==> config.mk <==
export PLATFORM = sky130hd
export DESIGN_NAME = mem_port_arbiter
export DESIGN_NICKNAME = d
export VERILOG_FILES = /design/src/rtl/cpu_pkg.sv /design/src/rtl/mem_port_arbiter.sv
export SDC_FILE = /design/constraint.sdc
export NUM_CORES = 1
export LEC_CHECK = 0
export CAP_MARGIN = 20
export CORE_MARGIN = 2
export CORE_UTILIZATION = 38
export CTS_CLUSTER_SIZE = 30
export DETAILED_ROUTE_END_ITERATION = 6
export PLACE_DENSITY = 0.81
export REMOVE_ABC_BUFFERS = 1
export SLEW_MARGIN = 20
export SYNTH_ARGS = -nofsm -noshare
export SYNTH_HDL_FRONTEND = slang
export SYNTH_SLANG_ARGS = --single-unit
==> constraint.sdc <==
create_clock -name clk -period 1.67 [get_ports clk]
set_clock_uncertainty 0.05 [all_clocks]
set_input_delay 0.334 -clock clk [delete_from_list [all_inputs] [get_ports clk]]
set_output_delay 0.334 -clock clk [all_outputs]
set_load 0.02 [all_outputs]
==> src/rtl/cpu_pkg.sv <==
// Shared CPU types: memory-port grant owner, arbiter FSM states, datapath width.
package cpu_pkg;

  localparam int XLEN = 32;

  typedef enum logic {
    GNT_IF = 1'b0,
    GNT_D  = 1'b1
  } grant_t;

  typedef enum logic [1:0] {
    IDLE,
    BUSY,
    DONE
  } arb_state_t;

endpackage

==> src/rtl/mem_port_arbiter.sv <==
// Round-robin sharing of the unified memory port between fetch and load/store,
// sequencing each access through a fixed-latency memory with a registered ready pulse.
module mem_port_arbiter
  import cpu_pkg::*;
#(
  parameter int LAT = 2
) (
  input  logic            clk,
  input  logic            rst_n,
  input  logic            if_req,
  input  logic [XLEN-1:0] if_addr,
  output logic            if_ready,
  output logic [XLEN-1:0] if_rdata,
  input  logic            d_req,
  input  logic            d_we,
  input  logic [XLEN-1:0] d_addr,
  input  logic [XLEN-1:0] d_wdata,
  output logic            d_ready,
  output logic [XLEN-1:0] d_rdata,
  output logic            mem_en,
  output logic            mem_we,
  output logic [XLEN-1:0] mem_addr,
  output logic [XLEN-1:0] mem_wdata,
  input  logic [XLEN-1:0] mem_rdata,
  output logic            mem_sel
);

  localparam int CW = $clog2(LAT + 1);
  localparam logic [CW-1:0] CNT_INIT = CW'(LAT - 1);

  arb_state_t      state, state_d;
  logic [CW-1:0]   cnt, cnt_d;
  grant_t          last_grant, pick;
  logic            grant, capture;
  logic [XLEN-1:0] rdata_q;

  assign if_rdata = rdata_q;
  assign d_rdata  = rdata_q;

  // DONE never grants: the completing requester still holds req this cycle.
  always_comb begin
    state_d = state;
    cnt_d   = cnt;
    pick    = GNT_IF;
    grant   = 1'b0;
    capture = 1'b0;
    case (state)
      IDLE: begin
        if (if_req || d_req) begin
          grant   = 1'b1;
          if (if_req && d_req) pick = (last_grant == GNT_IF) ? GNT_D : GNT_IF;
          else                 pick = d_req ? GNT_D : GNT_IF;
          state_d = BUSY;
          cnt_d   = CNT_INIT;
        end
      end
      BUSY: begin
        if (cnt == '0) begin
          capture = 1'b1;
          state_d = DONE;
        end else begin
          cnt_d = cnt - 1'b1;
        end
      end
      DONE:    state_d = IDLE;
      default: state_d = IDLE;
    endcase
  end

  always_ff @(posedge clk or negedge rst_n) begin
    if (!rst_n) begin
      state      <= IDLE;
      cnt        <= '0;
      last_grant <= GNT_IF;
      mem_en     <= 1'b0;
      mem_we     <= 1'b0;
      mem_sel    <= 1'b0;
      mem_addr   <= '0;
      mem_wdata  <= '0;
      rdata_q    <= '0;
      if_ready   <= 1'b0;
      d_ready    <= 1'b0;
    end else begin
      state    <= state_d;
      cnt      <= cnt_d;
      mem_en   <= (state_d == BUSY);
      if_ready <= capture && (mem_sel == GNT_IF);
      d_ready  <= capture && (mem_sel == GNT_D);
      if (grant) begin
        last_grant <= pick;
        mem_sel    <= pick;
        mem_addr   <= (pick == GNT_D) ? d_addr : if_addr;
        mem_wdata  <= (pick == GNT_D) ? d_wdata : '0;
        mem_we     <= (pick == GNT_D) && d_we;
      end
      if (capture) rdata_q <= mem_rdata;
    end
  end

endmodule

==> results.toml, run 1 <==
[layout]
n_antenna_cell = 0
drive_above_1_share_pct = 6.16
final_common_cell = "clkdlybuf4s50_1"
final_cell_mix = "clkdlybuf4s50_1 (131), dlygate4sd2_1 (130), dfrtp_1 (105)"
syn_to_final_growth_pct = 59.8
final_cell_area_mm2 = 0.00734
fillCellCount = 1010
fin_nets = 746

[logic_synthesis]
synthArstFlopShare_pct = 100
synth_top_flop_cell = "dfrtp_1"
synth_area_per_cell_um2 = 12.0
synth_cell_types = 29
synth-seq-cells = 105
synth-edff-count = 0
yosysSeqAreaShare_pct = 57.2
yosysWarnings = 0
synthesis.area_mm2 = 0.00459
syn_inst = 383

[critical_path]
crit_path_end_kind = "flop"
crit_chain = "or2_1, buf_4, a211oi_1, a21oi_1"
cp_slowest_cell = "dfrtp_1"
crit_family = "flip-flops"
cp.required_ns = 1.84
crit_fanout = 33
startpoint_type = "flop"
crit_arrival_ns = 1.73
path_buf_inv = 1
cpPeakStageDelay_ns = 0.45
crit_type = "reg -> reg"

[route]
via_count = 3835
viasPerCell = 5.02
routedWlPerCell_um = 17.0
wirelength_um = 13000
firstDrtPassIters = 4
drtIter0Drc = 190
ant_nets = 0
drcViolationCount = 0

[timing]
slew_viol_final = 0
finalHoldViolCount = 0
layout_setup_ws_ns = 0.115
grt_setup_unrepaired = "no"
relSlewSlack_pct = 69.6
fin_hold_ws_ns = 0.399
period_share_pct = 93.1
setup_violations = 0
tns_ns = 0
fmax_mhz = 643
period_needed_ns = 1.56
tightest_slew_ns = 0.456

[grt]
overflow = 0
grt_use_total_pct = 19.8
grt_pass1_vias = 3857
antenna_found_initial = 0
grt_pass1_wl_um = 20500
grt_max_degree = 44

[place]
dp_slack_ns = -0.219
hpwl_um = 9770
place.gp.congestion = 0.756
postPlaceCellArea_mm2 = 0.00720
io_buffers = 265

[floorplanning]
die_area_mm2 = 0.0130
floorplan.initialDensity_pct = 38.6
die_y_um = 114
pin_count = 266
fp-row-count = 40
core-area_mm2 = 0.0119
die_w_um = 114

[status]
status = "complete, no violations"

[clock_tree]
clk_pin_slew_ns = 0.08
cts.sinks = 105
cts_buffer_depth = 2
cts_tree = "done"
h-tree-depth = 3
cts_made_buffers = 9
clockRootBuffer = "clkbuf_16"
clock_latency_ns = 0.33

[pwr]
p_per_area_mw_per_mm2 = 1880
switching_share_pct = 43.1
ir_drop_uv = 804
leakage_uw = 0.00346
p_comb_share_pct = 53.1
pwr-share-clk_pct = 14.8
p_int_uw = 7850
seqPwrFrac_pct = 32.1
switchingPower_uw = 5930

[job]
max_cap_violations = 0

[worst_hold_path]
hold_class = "in -> async"
==> state kept, by name, summed over array words and instances, names as in the netlist <==
register	cells
cnt	2
d_rdata	32
d_ready	1
if_ready	1
last_grant	1
mem_addr	32
mem_en	1
mem_wdata	32
mem_we	1
state	2
==> path summary, 6_finish.rpt <==
check	startpoint	endpoint	slack [ns]	cells after the start
setup reg to reg	state[1]	mem_addr[30]	0.11	4
hold reg to reg	mem_addr[5]	mem_addr[5]	0.43	2
min in group clk	mem_addr[5]	mem_addr[5]	0.43	2
hold / removal	rst_n	mem_addr[12]	0.40	2
setup / recovery	state[1]	mem_addr[30]	0.11	4
max in group asynchronous	rst_n	mem_addr[18]	0.62	3
==> synthesized netlist by cell type, types with 2 or more instances <==
| library cell | instances | area share, % |
|---|---|---|
| or2_1 | 2 | 0.27 |
| buf_2 | 13 | 1.4 |
| dfrtp_1 | 105 | 57 |
| o31ai_1 | 31 | 5.1 |
| buf_4 | 36 | 5.9 |
| buf_6 | 9 | 2.2 |
| o21ai_1 | 32 | 3.5 |
| buf_1 | 3 | 0.25 |
| nor2_1 | 33 | 2.7 |
| inv_1 | 4 | 0.33 |
| a21oi_1 | 34 | 3.7 |
| mux2_1 | 32 | 7.8 |
| a22o_1 | 33 | 6.3 |
==> metal layers <==
layer  track usage, %  routed length (µm)  share of wire [%]  vias up
li1                 -                   -                  -     1798
met1             24.6                5280                 41     1888
met2             35.5                6910                 53      141
met3             3.13                 688                5.3        8
met4             5.85                 102               0.79        0
met5                0                   0                  0        -
==> worst register-to-register path, cell delays in order (launching register included) <==
cell	delay, ns
dfrtp_1	0.45
or2_1	0.33
buf_4	0.28
a211oi_1	0.23
a21oi_1	0.11
==> metrics by stage <==
step | util [%] | total power [µW] | std cells
6_report | 61.6 | 13800 | 764
5_1_grt | 61.6 | 14600 | 764
4_1_cts | 61.5 | 13900 | 764
3_5_place_dp | 60.4 | 12900 | 747
3_3_place_gp | 60.4 | 12700 | 747
2_1_floorplan | - | 8430 | 321
==> repair_timing <==
action / 4_1_cts / 5_1_grt
setup buffers: 0 / 0
setup endpoints to repair: 130 / 3
hold buffers: 1 / 0
gates resized for setup: 130 / 3
hold endpoints to repair: 23 / 0
==> final cells by class <==
type,instances,area [µm²],area share (%)
Timing Repair Buffer,280,2720,37.1
Tap cell,147,184,2.51
Sequential cell,105,2630,35.8
Clock inverter,7,61.3,0.835
Inverter,5,18.8,0.256
Multi-Input combinational cell,211,1500,20.4
Clock buffer,9,225,3.07
==> power by group through the flow <==
stage / clock network, µW / logic, µW / registers [µW]
after floorplan: 0 / 2130 / 6300
after global placement: 0 / 8270 / 4470
after detailed placement: 0 / 8410 / 4520
after CTS: 2100 / 7380 / 4430
after global routing: 2200 / 7800 / 4570
final: 2050 / 7320 / 4420
==> cell families (layout without fill, tap and decap cells) <==
kind of cell,count (synthesis),after routing,synth area share (%)
compound gates,135,135,19.5
flops,105,105,57.2
buf+inv,67,301,10.2
simple gates,42,42,4.66
mux,33,33,8.07
fa+ha+maj,1,1,0.272
(Power assumes the default switching activity.)
==> inputs of run 2 (changes only) <==
--- a/constraint.sdc
+++ b/constraint.sdc
@@ -4,2 +4,2 @@
 set_output_delay 0.334 -clock clk [all_outputs]
-set_load 0.02 [all_outputs]
+set_load 0.05 [all_outputs]
==> run 2 against run 1 <==
Sequential cell count is the same. Largest cell class is now sequential cells. Highest routed layer unchanged. Critical path type is now in -> reg. Critical endpoint is now mem_addr[3]. Setup slack gained 0.0082 ns. Via count grew 0.31%. Clock power is essentially flat. Maximum frequency grew 0.53%.
==> results.toml, run 2 (synthesized netlist as in run 1, its figures left out) <==
[layout]
final_cell_mix = "buf_4 (132), clkdlybuf4s50_1 (131), dfrtp_1 (105)"
fin_nets = 745
final_common_cell = "buf_4"
syn_to_final_growth_pct = 57.5
final_cell_area_mm2 = 0.00723
drive_above_1_share_pct = 27.6
n_antenna_cell = 0

[pwr]
leakage_uw = 0.00332
finalPower_uw = 18000
ir_drop_uv = 1330
p_per_area_mw_per_mm2 = 2490

[place]
io_buffers = 265
hpwl_um = 9660
postPlaceCellArea_mm2 = 0.00693
place.gp.congestion = 0.742

[floorplanning]
core-area_mm2 = 0.0119
fp-row-count = 40
floorplan.initialDensity_pct = 38.6
pin_count = 266
die_y_um = 114
die_w_um = 114
die_area_mm2 = 0.0130

[route]
routedWlPerCell_um = 16.9
ant_nets = 0
viasPerCell = 5.04
via_count = 3847
firstDrtPassIters = 4
drcViolationCount = 0
drtIter0Drc = 245
wirelength_um = 12900

[clock_tree]
clock_latency_ns = 0.33
clockRootBuffer = "clkbuf_16"
cts_tree = "done"
clk_pin_slew_ns = 0.07
cts_made_buffers = 9
cts.sinks = 105
cts_buffer_depth = 2
h-tree-depth = 3

[timing]
period_needed_ns = 1.55
grt_setup_unrepaired = "no"
finalHoldViolCount = 0
setup_violations = 0
slew_viol_final = 0
period_share_pct = 92.6
tightest_slew_ns = 0.469
relSlewSlack_pct = 68.7
fmax_mhz = 646

[grt]
grt_pass1_wl_um = 20300
antenna_found_initial = 0
overflow = 0
grt_use_total_pct = 19.5
grt_max_degree = 44
grt_pass1_vias = 3922

[critical_path]
cp.required_ns = 1.84
path_buf_inv = 2
crit_type = "in -> reg"
crit_arrival_ns = 1.72
r2r_cells = 5
crit_fanout = 43
reg2reg_to = "d_rdata[24]"
crit_path_end_kind = "flop"
timing.reg2reg.setup_slack_ns = 0.12
crit_path_start = "if_req"
crit_chain = "clkdlybuf4s50_1, or2_1, nand2_2, buf_12, o31ai_1"
startpoint_type = "input pin"
cp_slowest_cell = "clkdlybuf4s50_1"
r2r-start = "cnt[0]"
cpPeakStageDelay_ns = 0.55
crit_family = "buffers and inverters"
cp.depth = 5
critPathCapture = "mem_addr[3]"

[status]
status = "complete, no violations"

[worst_hold_path]
hold_class = "in -> async"

[job]
max_cap_violations = 0
run 2: through the flow:
stage | hold WS, ns | cells | TNS (ns) | util, % | setup slack, ns
after floorplan | -0.0116 | 321 | -48.94 | - | -0.786
after global placement | 0.203 | 746 | -10.86 | 58.2 | -0.205
after detailed placement | 0.204 | 746 | -13.14 | 58.2 | -0.249
after CTS | 0.387 | 763 | 0 | 60.7 | 0.103
after global routing | 0.409 | 763 | 0 | 60.7 | 0.0127
final | 0.399 | 763 | 0 | 60.7 | 0.123
run 2: layer usage:
metal	vias up	track usage [%]	wire, µm
li1	1796	-	-
met2	146	34.2	6820
met5	-	0	0
met1	1886	24.6	5300
met4	0	5.77	240
met3	19	3.51	560
run 2: report_power, final:
part	switching (µW)	total, µW	internal, µW
Clock	929	2040	1110
Sequential	846	4570	3720
Combinational	7690	11400	3740
run 2: area by class of cell:
class,count,area [µm²]
inverters,5,18.8
clock inverters,4,35.0
clock buffers,12,256
well taps,147,184
repair buffers,279,2610
flip-flops and latches,105,2630
fillers,964,4680
multi-input cells,211,1500
run 2: worst register-to-register path: stages, from the launching register on:
cell and delay (ns):
dfrtp_1 0.37, inv_1 0.09, ha_1 0.25, nand3b_4 0.11
buf_4 0.22, mux2_1 0.34
run 2: timing repair:
action	CTS	global route
endpoints found under the setup margin	0	2
buffers inserted	0	0
hold buffers	1	0
endpoints found under the hold margin	21	0
resized for setup	0	1
run 2: how the worst min path moves through the flow:
stage / startpoint / endpoint / slack (ns)
after floorplan: rst_n / cnt[0] / -0.01
after global placement: rst_n / mem_addr[12] / 0.20
after detailed placement: rst_n / mem_addr[20] / 0.20
after CTS: rst_n / d_rdata[3] / 0.39
after global routing: rst_n / d_rdata[3] / 0.41
final: rst_n / mem_addr[20] / 0.40
==> inputs of run 3 (changes only) <==
CORE_UTILIZATION = 35   (was 38)
PLACE_DENSITY = 0.79   (was 0.81)
clock period = 1.4 ns   (was 1.67 ns; I/O delays follow)
==> run 3 against run 2 <==
The run now ends with negative setup slack left. Non-clock buffer count increased by 31. Sequential cell count unchanged. Cell count is 7.3% higher. Critical endpoint is now d_rdata[19].
==> results.toml, run 3 (synthesized netlist as in run 1, its figures left out) <==
[worst_hold_path]
hold_class = "in -> async"

[job]
max_cap_violations = 0

[floorplanning]
die_w_um = 119
core-area_mm2 = 0.0127
floorplan.initialDensity_pct = 36.1
die_y_um = 119
pin_count = 266
fp-row-count = 41
die_area_mm2 = 0.0141

[timing]
relSlewSlack_pct = 78.0
tightest_slew_ns = 0.331
layout_setup_ws_ns = -0.0738
setup_violations = 72
tns_ns = -2.50
fmax_mhz = 679
grt_setup_unrepaired = "yes"
finalHoldViolCount = 0
period_needed_ns = 1.47
period_share_pct = 105
fin_hold_ws_ns = 0.434
slew_viol_final = 0

[critical_path]
crit_arrival_ns = 1.65
crit_type = "reg -> reg"
r2r-start = "state[0]"
crit_fanout = 18
crit_path_end_kind = "flop"
crit_path_start = "state[0]"
startpoint_type = "flop"
cp.required_ns = 1.57

[clock_tree]
h-tree-depth = 3
cts.sinks = 105
clk_pin_slew_ns = 0.07
clock_latency_ns = 0.34
clockRootBuffer = "clkbuf_16"
cts_buffer_depth = 2
cts_made_buffers = 9
cts_tree = "done"

[route]
wirelength_um = 17500
ant_nets = 0
via_count = 4240
viasPerCell = 5.18
drtIter0Drc = 295
drcViolationCount = 0
routedWlPerCell_um = 21.4
firstDrtPassIters = 4

[grt]
antenna_found_initial = 0
grt_use_total_pct = 24.0
overflow = 0
grt_pass1_vias = 4603
grt_pass1_wl_um = 26100
grt_max_degree = 58

[status]
violations = "negative setup slack"
status = "finished, violations left"

[pwr]
ir_drop_uv = 2210
finalPower_uw = 29300
p_per_area_mw_per_mm2 = 3040
leakage_uw = 0.00425

[layout]
drive_above_1_share_pct = 41.1
n_antenna_cell = 0
syn_to_final_growth_pct = 110
final_common_cell = "buf_12"
final_cell_mix = "buf_12 (147), clkdlybuf4s50_1 (129), dfrtp_1 (104)"
fin_nets = 776

[place]
place.gp.congestion = 0.745
io_buffers = 265
hpwl_um = 11800
## run 3: cell types whose count changed in the layout (fill, tap and decap cells not counted), sizes merged
cell and change:
buf +28, clkbuf +5, clkdlybuf4s50 -2, clkinv -1
clkinvlp +1, dlygate4sd2 +2, inv -2
## run 3: power by group
part	internal, µW	switching, µW
Clock	1300	1080
Combinational	10200	10300
Sequential	4440	1980
Total	15900	13400
## run 3: repair_timing
action | in CTS | in global routing
hold endpoints to repair | 105 | 0
pin swaps | 18 | 16
resized for setup | 44 | 54
endpoints found under the setup margin | 94 | 100
cloned | 2 | 5
hold buffers | 1 | 0
setup buffers | 7 | 6
## run 3: layout make-up
type | instances | area (µm²)
Sequential cell | 105 | 2630
Tap cell | 172 | 215
Clock buffer | 14 | 264
Timing Repair Buffer | 310 | 4600
Inverter | 5 | 18.8
Clock inverter | 2 | 12.5
Fill cell | 780 | 3080
Multi-Input combinational cell | 211 | 1890
## run 3: final timing paths
kind	endpoint	slack, ns	cells after the start
worst max-delay path	d_rdata[19]	-0.07	4
worst min-delay path	d_rdata[18]	0.43	3
worst max register to register	d_rdata[19]	-0.07	4
worst min register to register	mem_addr[31]	0.51	2
max in group asynchronous	mem_wdata[13]	0.55	3
min in group clk	mem_addr[30]	0.47	3
## run 3: critical path, stage by stage (launching register included)
cell,delay (ns)
dfrtp_1,0.43
buf_4,0.18
nand3b_4,0.14
buf_12,0.20
mux2_1,0.34
## run 3: per-stage QoR
step / utilization (%) / worst slack [ns] / instances / cell area (µm²)
after floorplan: - / -1.06 / 321 / 4140
after global placement: 68.1 / -0.347 / 783 / 8670
after detailed placement: 68.1 / -0.458 / 783 / 8670
after CTS: 72.6 / -0.0573 / 809 / 9240
after global routing: 75.8 / -0.119 / 819 / 9640
final: 75.8 / -0.0738 / 819 / 9640
## run 3: metal layers
metal  up-vias  part of all wire [%]  wire length (µm)  track usage, %
met4         0                   3.4               589            11.6
li1       1865                     -                 -               -
met3        44                   6.9              1200            6.18
met2       197                    55              9590            42.0
met5         -                     0                 0               0
met1      2134                    35              6160            27.0
==> variant, RTL diff (flow settings as in run 2) <==
The parameter `LAT` goes from 2 to 4.
--- a/src/rtl/mem_port_arbiter.sv
+++ b/src/rtl/mem_port_arbiter.sv
@@ -3,7 +3,7 @@
 module mem_port_arbiter
   import cpu_pkg::*;
 #(
-  parameter int LAT = 2
+  parameter int LAT = 4
 ) (
   input  logic            clk,
   input  logic            rst_n,
Check against the original RTL: not equivalent (Yosys sat finds a counterexample within 4 cycles, from zero or initial values and one cycle with rst_n low).
==> variant against run 2 <==
  * The run now ends with negative setup slack left
  * Die area fell by 0.42%
  * Cell area up 4.3%
  * Sequential cell count is 1 higher
  * Synthesized area decreased by 0.44%
  * Setup slack got worse by 180 ps
  * Critical path type is now register to register
  * Largest cell class is now non-clock buffers
  * Routed wire length is 4.2% lower
Power is left out: the tool's default activity adds up to more than one toggle a clock period on the data nets, which glitch-free logic cannot reach.
==> variant: results <==
set metrics [dict create \
    reg2reg_from "last_grant$_DFFE_PN0P_" \
    drt-pass1-iter-count 4 \
    hp-class "input port to async pin" \
    grt_pass1_wl_mm 18.51 \
    drtIter0Drc 159 \
    dp_cells 686 \
    finalSetupViolations 54 \
    cp.arrival_ps 1910 \
    worst-path-max-fanout 9 \
    cts_buffers 9 \
    post_dp_cell_area_sq_um 7071 \
    routedWlPerCell_um 17.51 \
    cts_root_buf "clkbuf_16" \
    antenna_left 0 \
    r2r_cells 4 \
    clk_pin_slew_ps 70 \
    dp_hpwl_mm 8.816 \
    clock_latency_ps 340 \
    grt_antenna_before_repair 0 \
    violations "negative setup slack" \
    yosysSeqAreaShare_pct 58.02 \
    tightest_slew_ps 361.4 \
    antenna_cells 0 \
    startpoint_type "register" \
    htreeDepth 3 \
    outcome "complete, but fails checks" \
    synth_cell_types 22 \
    drive_above_1_share_pct 44.64 \
    dpl_worst_slack_ps -392.6 \
    yosysWarnings 0 \
    place_congestion 0.7496 \
    fillers 890 \
    vias 3447 \
    yosys-top-cells-area "dfrtp_1 58%, mux2_2 19%, a22o_1 6.3%" \
    synth-async-reset-ratio_pct 100.0 \
    grtUsageTotal_pct 18.31 \
    crit_path_end_kind "register" \
    grt_pass1_vias 3693 \
    yosys-top-cells-count "106 x dfrtp_1, 76 x mux2_2, 38 x buf_4" \
    clock_path_buffers 2 \
    io_buffer_count 265 \
    final_cells 707 \
    setup_ws_ps -61.99 \
    syn_area_per_cell_sq_um 14.70 \
    grt_max_degree 37 \
    r2r_end "mem_addr[20]$_DFFE_PN0P_" \
]
==> variant: changes by cell type after synthesis, moves of 5 or more <==
cell     before  now
buf_6         9    4
mux2_2        0   76
o21ai_1      32    0
o31ai_1      31    1
nor2_1       33    2
mux2_1       32   21
a21oi_1      34    0
==> variant: kinds of logic (layout without fill, tap and decap cells) <==
group | Yosys count | after routing | synth area share (%)
flops | 106 | 106 | 58.02
fa+ha+maj | 2 | 2 | 0.5473
compound gates | 40 | 40 | 7.554
mux | 97 | 97 | 23.89
buf+inv | 54 | 303 | 8.456
simple gates | 12 | 12 | 1.533
==> variant: how the worst min path moves through the flow <==
stage	to	slack [ps]	depth (start not counted)
6_report	mem_addr[13]$_DFFE_PN0P_	420	2
5_1_grt	mem_addr[13]$_DFFE_PN0P_	440	2
4_1_cts	mem_addr[13]$_DFFE_PN0P_	410	2
3_5_place_dp	mem_addr[13]$_DFFE_PN0P_	220	1
3_3_place_gp	mem_addr[13]$_DFFE_PN0P_	220	1
2_1_floorplan	cnt[0]$_DFFE_PN0P_	-10	0
==> variant: area by class of cell <==
cell class                 count  area, sq um  share of cell area [%]
sequential                   106         2653                   35.16
clock inverter                 7        92.59                   1.227
clock buffer                   9        225.2                   2.986
timing repair buffer         284         2748                   36.42
tap                          147        183.9                   2.438
inverter                       3        11.26                  0.1493
multi-input combinational    151         1630                   21.61
==> variant: metal layers <==
metal,wire length [um],vias to the layer above,GRT usage (%)
met5,0,-,0
met2,6304,183,32.10
li1,-,1561,-
met1,4737,1687,21.33
met4,223,0,7.073
met3,1114,16,5.154
==> variant: repair_timing <==
action                                 CTS  global route
hold buffers                             1             0
setup buffers                            2             0
endpoints found under the hold margin   22             0
cloned                                   2             2
setup endpoints to repair               64            98
resized for setup                        6            23
pin swaps                                1             5
==> variant: critical path, stage by stage (launching register included) <==
cell      delay [ps]
dfrtp_1          440
a21boi_4         310
buf_6            210
mux2_2           340
mux2_2           260
==> variant: metrics by stage <==
| step | setup TNS (ps) | hold WS [ps] |
|---|---|---|
| 2_1_floorplan | -121540 | -11.59 |
| 3_3_place_gp | -19880 | 217.3 |
| 3_5_place_dp | -22840 | 219.9 |
| 4_1_cts | -1080 | 406.3 |
| 5_1_grt | -6110 | 435.8 |
| 6_report | -1514 | 416.6 |
